### config.mk
export PLATFORM = sky130hd
export DESIGN_NAME = muldiv_sequencer
export DESIGN_NICKNAME = d
export VERILOG_FILES = /design/src/rtl/muldiv_sequencer.sv
export SDC_FILE = /design/constraint.sdc
export NUM_CORES = 1
export LEC_CHECK = 0
export BUFFER_PORTS_ARGS = -buffer_cell sky130_fd_sc_hd__buf_4
export CAP_MARGIN = 10
export CORE_UTILIZATION = 63
export DETAILED_ROUTE_END_ITERATION = 6
export MAX_ROUTING_LAYER = met4
export PLACE_DENSITY = 0.82
export REMOVE_ABC_BUFFERS = 1
export SYNTH_ARGS = -nofsm -noshare
export SYNTH_HDL_FRONTEND = slang
export SYNTH_SLANG_ARGS = --single-unit
### constraint.sdc
create_clock -name clk_i -period 8.7 [get_ports clk_i]
set_input_delay 0 -clock clk_i [delete_from_list [all_inputs] [get_ports clk_i]]
set_output_delay 0 -clock clk_i [all_outputs]
set_load 0.02 [all_outputs]
### src/rtl/muldiv_sequencer.sv
// muldiv_sequencer
//   Iterative RV32M multiply/divide unit for the EX stage. It takes one
//   operation at a time. A multiply is a 32-step shift-add over the operand
//   magnitudes. A divide is a 32-step restoring divide. Results are
//   sign-corrected at the end of the run.
//
// Ports
//   clk_i      in   1   clock, rising edge
//   rst_n_i    in   1   asynchronous active-low reset
//   start_i    in   1   operation request, sampled only while ready_o=1
//   op_i       in   3   funct3: mul mulh mulhsu mulhu div divu rem remu
//   rs1_i      in   32  operand a (multiplicand / dividend)
//   rs2_i      in   32  operand b (multiplier / divisor)
//   kill_i     in   1   abandon current or just-requested operation
//   ready_o    out  1   idle, can accept start_i
//   busy_o     out  1   pipeline stall while an operation is in flight
//   valid_o    out  1   one-cycle result strobe
//   result_o   out  32  result, held until the next completion
//
// state | meaning
// IDLE  | waiting for start_i
// CALC  | one multiply/divide iteration per cycle, counter 0..31
// DONE  | valid_o high for this single cycle
module muldiv_sequencer #(
    parameter int XLEN  = 32,
    parameter int CNT_W = 5
) (
    input  logic            clk_i,
    input  logic            rst_n_i,
    input  logic            start_i,
    input  logic [2:0]      op_i,
    input  logic [XLEN-1:0] rs1_i,
    input  logic [XLEN-1:0] rs2_i,
    input  logic            kill_i,
    output logic            ready_o,
    output logic            busy_o,
    output logic            valid_o,
    output logic [XLEN-1:0] result_o
);

    typedef enum logic [1:0] {
        IDLE = 2'd0,
        CALC = 2'd1,
        DONE = 2'd2
    } state_t;

    state_t              state_q;
    logic [2:0]          op_q;
    logic [XLEN-1:0]     a_q;
    logic [XLEN-1:0]     b_q;
    logic                neg_q;
    logic [2*XLEN-1:0]   acc_q;
    logic [CNT_W-1:0]    cnt_q;

    // Operand decode for a new request
    logic            a_signed;
    logic            b_signed;
    logic            sign_a;
    logic            sign_b;
    logic            neg_start;
    logic [XLEN-1:0] mag_a;
    logic [XLEN-1:0] mag_b;
    logic            special;
    logic [XLEN-1:0] special_res;

    always_comb begin
        a_signed    = 1'b0;
        b_signed    = 1'b0;
        special     = 1'b0;
        special_res = '0;
        if (op_i[2]) begin
            a_signed = ~op_i[0];
            b_signed = ~op_i[0];
        end else begin
            a_signed = (op_i[1:0] != 2'b11);
            b_signed = ~op_i[1];
        end
        sign_a = a_signed & rs1_i[XLEN-1];
        sign_b = b_signed & rs2_i[XLEN-1];
        // rem/remu take the dividend's sign; everything else takes a^b
        neg_start = (op_i[2] & op_i[1]) ? sign_a : (sign_a ^ sign_b);
        mag_a = sign_a ? (~rs1_i + 1'b1) : rs1_i;
        mag_b = sign_b ? (~rs2_i + 1'b1) : rs2_i;

        if (op_i[2]) begin
            if (rs2_i == '0) begin
                special     = 1'b1;
                special_res = op_i[1] ? rs1_i : '1;
            end else if (!op_i[0] && rs1_i == {1'b1, {(XLEN-1){1'b0}}} && rs2_i == '1) begin
                special     = 1'b1;
                special_res = op_i[1] ? '0 : {1'b1, {(XLEN-1){1'b0}}};
            end
        end
    end

    // One multiply step: add a to the upper half when the current multiplier
    // bit is set, then shift the whole product right.
    logic [XLEN:0]     mul_sum;
    logic [2*XLEN-1:0] mul_next;

    // One divide step: acc_q holds {remainder, quotient}. The borrow out of
    // the trial subtraction decides the quotient bit.
    logic [XLEN:0]     div_trial;
    logic [XLEN:0]     div_diff;
    logic              div_ge;
    logic [XLEN-1:0]   div_rem;
    logic [2*XLEN-1:0] div_next;

    always_comb begin
        mul_sum  = {1'b0, acc_q[2*XLEN-1:XLEN]} + {1'b0, (b_q[cnt_q] ? a_q : {XLEN{1'b0}})};
        mul_next = {mul_sum, acc_q[XLEN-1:1]};

        // dividend bits are consumed MSB first; ~cnt_q equals XLEN-1-cnt_q
        div_trial = {acc_q[2*XLEN-1:XLEN], a_q[~cnt_q]};
        div_diff  = div_trial - {1'b0, b_q};
        div_ge    = ~div_diff[XLEN];
        div_rem   = div_ge ? div_diff[XLEN-1:0] : div_trial[XLEN-1:0];
        div_next  = {div_rem, acc_q[XLEN-2:0], div_ge};
    end

    // Final selection with sign correction, used on the last CALC edge
    logic [2*XLEN-1:0] prod_fix;
    logic [XLEN-1:0]   quo_fix;
    logic [XLEN-1:0]   rem_fix;
    logic [XLEN-1:0]   final_res;

    always_comb begin
        prod_fix = neg_q ? (~mul_next + 1'b1) : mul_next;
        quo_fix  = neg_q ? (~div_next[XLEN-1:0] + 1'b1) : div_next[XLEN-1:0];
        rem_fix  = neg_q ? (~div_next[2*XLEN-1:XLEN] + 1'b1) : div_next[2*XLEN-1:XLEN];
        final_res = '0;
        case (op_q)
            3'b000:                 final_res = prod_fix[XLEN-1:0];
            3'b001, 3'b010, 3'b011: final_res = prod_fix[2*XLEN-1:XLEN];
            3'b100, 3'b101:         final_res = quo_fix;
            default:                final_res = rem_fix;
        endcase
    end

    always_ff @(posedge clk_i or negedge rst_n_i) begin
        if (!rst_n_i) begin
            state_q  <= IDLE;
            op_q     <= '0;
            a_q      <= '0;
            b_q      <= '0;
            neg_q    <= 1'b0;
            acc_q    <= '0;
            cnt_q    <= '0;
            valid_o  <= 1'b0;
            result_o <= '0;
        end else if (kill_i) begin
            state_q <= IDLE;
            valid_o <= 1'b0;
        end else begin
            case (state_q)
                IDLE: begin
                    valid_o <= 1'b0;
                    if (start_i) begin
                        op_q  <= op_i;
                        a_q   <= mag_a;
                        b_q   <= mag_b;
                        neg_q <= neg_start;
                        acc_q <= '0;
                        cnt_q <= '0;
                        if (special) begin
                            result_o <= special_res;
                            valid_o  <= 1'b1;
                            state_q  <= DONE;
                        end else begin
                            state_q <= CALC;
                        end
                    end
                end
                CALC: begin
                    acc_q <= op_q[2] ? div_next : mul_next;
                    cnt_q <= cnt_q + 1'b1;
                    if (cnt_q == '1) begin
                        result_o <= final_res;
                        valid_o  <= 1'b1;
                        state_q  <= DONE;
                    end
                end
                DONE: begin
                    valid_o <= 1'b0;
                    state_q <= IDLE;
                end
                default: begin
                    valid_o <= 1'b0;
                    state_q <= IDLE;
                end
            endcase
        end
    end

    assign ready_o = (state_q == IDLE);
    assign busy_o  = (state_q != IDLE);

endmodule

==> metrics <==
max capacitance violation total 0; largest delay contributor family on the critical path simple AND/OR/NAND/NOR gates; Worst-path clk slew 0.08 ns; initial drt markers 3195; Static Leak 8.398 nW; critical-path maximum fanout 18; DR DRC count 18; Power Density 354.2 mW/mm^2; post-synth top area share 24.56%; die height 168.8 um; Core Box Area 0.02710 mm^2; area of the die 0.02848 mm^2; total CTS buffers 17; status finished with violations; unrepaired setup endpoints after global routing no; setup tns final 0 ns; final wirelength 71.90 mm; clock share of power 11.2%; largest net degree at the start of global routing 125; fmax 0.1312 GHz; switching power 3.940 mW; min Tclk post-route 7.620 ns; cells taking the most area after synthesis dfrtp_1 (25%), o21ai_0 (8.5%), nand2_1 (6.2%); pre-CTS setup slack 1.373 ns; Final ANT Viol Nets 0; Slew Limit Headroom 10.23%; YS warnings 0; Pre-antenna DRT Iters 7; ys flop type dfrtp_1; fin util 72.81%; WP data required 9.00 ns; Yosys reg bits 172; Tot GR Track Use 52.00%; final setup vio count 0; post_cts resized 0; Flop pwr share 17.7%; Clock Latency Late Sink 0.46 ns; Hold Path Class input pin to flop; Sw Ratio 56.37%; DR WL/cell 26.24 um; Layout area overhead 12.62%; CP max stage cell dfrtp_1; grt ovf 0; fin. max-slew vios 0; CTS Buffer Depth 2; top-count cell post-synth o21ai_0; Finished Cell Area 0.01973 mm^2; post-synthesis sequential area ratio 24.56%; fill count 2094; Max VDD drop 0.0003700 V; Die Wd 168.8 um; nets@finish 2497; area of placed instances 0.01847 mm^2; Root Driver clkbuf_16; IO Count 106; starting density of the core 64.65%; share of cells above drive strength 1 9.852%; CTS tree built; kind of critical path flop to flop; IO buf count 105; post-synth cell types 91; H-tree Lvls 4; initial antenna violation count 3; commonest cells in the netlist o21ai_0 (296), nand2_1 (290), dfrtp_1 (172); Final period util 87.59%; worst path bufs/invs 2; fin worst setup slack 1.080 ns; Logic pwr share 71.1%; asr flop ratio synth 100.0%; mapped cell area 0.01752 mm^2; first-pass GRT wire length 108.6 mm; global placer's final weighted congestion 1.090; crit end category flop; via density per instance 7.211; clock skew 0.01553 ns; cell-internal power 3.049 mW; vias 19757; detailed-placement wirelength estimate 52.40 mm; CP max stage delay 0.98 ns; vias in the first global route 18759; Post-synth EDFFs 0; WP data arrival 7.92 ns; Tightest Pin Transition 1.334 ns; failing checks DRC; Post-Synthesis Cells 2275; largest area contributor in the netlist dfrtp_1; Site Rows 60; Fin. Hold Viols 0; CP Cell Sequence mux4_2 > mux2i_1 > mux4_2 > ha_1 > inv_1 > fa_1 > a211oi_1 > o211ai_1 > nand3_1 > a21oi_1 > nor4_2 > nor2_4 > mux2i_1 > ha_1 > inv_1 > a2111oi_0 > a41oi_1 > or4_4 > or3_1 > o41ai_2 > xnor2_1 > a31oi_1; Post-Syn Area per Cell 7.702 um^2; CTS Sinks 172; type of origin of the critical path flop
[final timing paths]
| path | from | cells past startpoint | slack (ns) | endpoint |
|---|---|---|---|---|
| hold / removal | rs1_i[27] | 4 | 0.01 | a_q[27] |
| setup reg to reg | cnt_q[0] | 22 | 1.08 | result_o[30] |
| setup / recovery | cnt_q[0] | 22 | 1.08 | result_o[30] |
| hold reg to reg | result_o[6] | 2 | 0.51 | result_o[6] |
| min in group asynchronous | rst_n_i | 2 | 0.03 | b_q[29] |
| max in group asynchronous | rst_n_i | 4 | 6.48 | a_q[27] |
[power by group through the flow]
stage	clock [mW]	sequential (mW)	combinational (mW)
6_report	0.785	1.23	4.97
2_1_floorplan	0	1.12	3.26
4_1_cts	0.773	1.21	4.70
3_3_place_gp	0	1.22	4.56
3_5_place_dp	0	1.22	4.63
5_1_grt	0.803	1.24	5.22
[tightest hold or removal path: stages]
cell,delay [ns]
buf_4,0.12
inv_1,0.07
xnor2_1,0.16
o21ai_0,0.07
[state kept, by name, indices dropped and copies added (netlist names)]
signal / cells
acc_q: 64
valid_o: 1
state_q: 2
result_o: 32
neg_q: 1
a_q: 32
op_q: 3
cnt_q: 5
b_q: 32
[cell families after synthesis]
family	count (synthesis)	synth area share, %
xor gates and xnor gates	206	10.30
buffers and inverters	219	4.820
AOI/OAI and AO/OA	748	26.84
muxes	98	6.984
DFF	172	24.56
and+or+nand+nor	758	21.13
adders and majority gates	74	5.370
[metal layers]
metal  up-vias  track usage (%)  wire, um  part of all wire, %
met2      1638            74.97     29790                   41
li1       8481                -         -                    -
met4         0            37.55      6687                  9.3
met5         -                -         0                    0
met3       455            15.50      9959                   14
met1      9183            61.73     25470                   35
[cell usage in the layout (no fill, tap or decap), types with 14 or more instances in the layout]
cell,netlist,final
clkbuf_16,0,17
o31ai_1,35,35
ha_1,72,72
o41ai_1,18,18
nor4_1,26,25
nand4_1,27,27
xnor2_1,108,108
xor2_1,98,98
or4_1,21,21
a211oi_1,26,26
nor2_1,138,137
nand3_1,37,37
and2_1,15,15
mux2i_1,75,74
a22o_1,14,14
a21oi_1,149,149
mux4_2,19,19
nand2b_1,17,17
dlygate4sd3_1,0,70
nor3_1,52,52
dfrtp_1,172,170
or3_1,20,20
a21o_1,20,20
o21ai_0,296,296
a31oi_1,22,22
buf_4,0,133
nor2b_1,49,49
nand2_1,290,290
inv_1,72,71
o21a_1,15,14
o211ai_1,26,26
[area by class of cell]
cell class | instances | area, um^2 | area share, %
multi-input cells | 1884 | 12410 | 62.88
flip-flops and latches | 172 | 4309 | 21.84
repair buffers | 204 | 1710 | 8.668
well taps | 372 | 465.4 | 2.359
clock buffers | 19 | 452.9 | 2.295
inverters | 73 | 274.0 | 1.389
clock inverters | 13 | 105.1 | 0.5326
diodes | 3 | 7.507 | 0.03804
[repair_timing]
action,in CTS,in global routing
setup buffers,0,0
endpoints found under the hold margin,117,0
hold buffers,70,0
[per-stage QoR]
| step | hold WS [ns] | std cells | power (mW) |
|---|---|---|---|
| after floorplan | -0.2956 | 2129 | 4.377 |
| after global placement | -0.07181 | 2635 | 5.776 |
| after detailed placement | -0.06587 | 2635 | 5.851 |
| after CTS | 0.008932 | 2737 | 6.680 |
| after global routing | 0.04439 | 2740 | 7.266 |
| final | 0.009961 | 2740 | 6.989 |
Note: power is estimated with default switching activity, not from simulation.
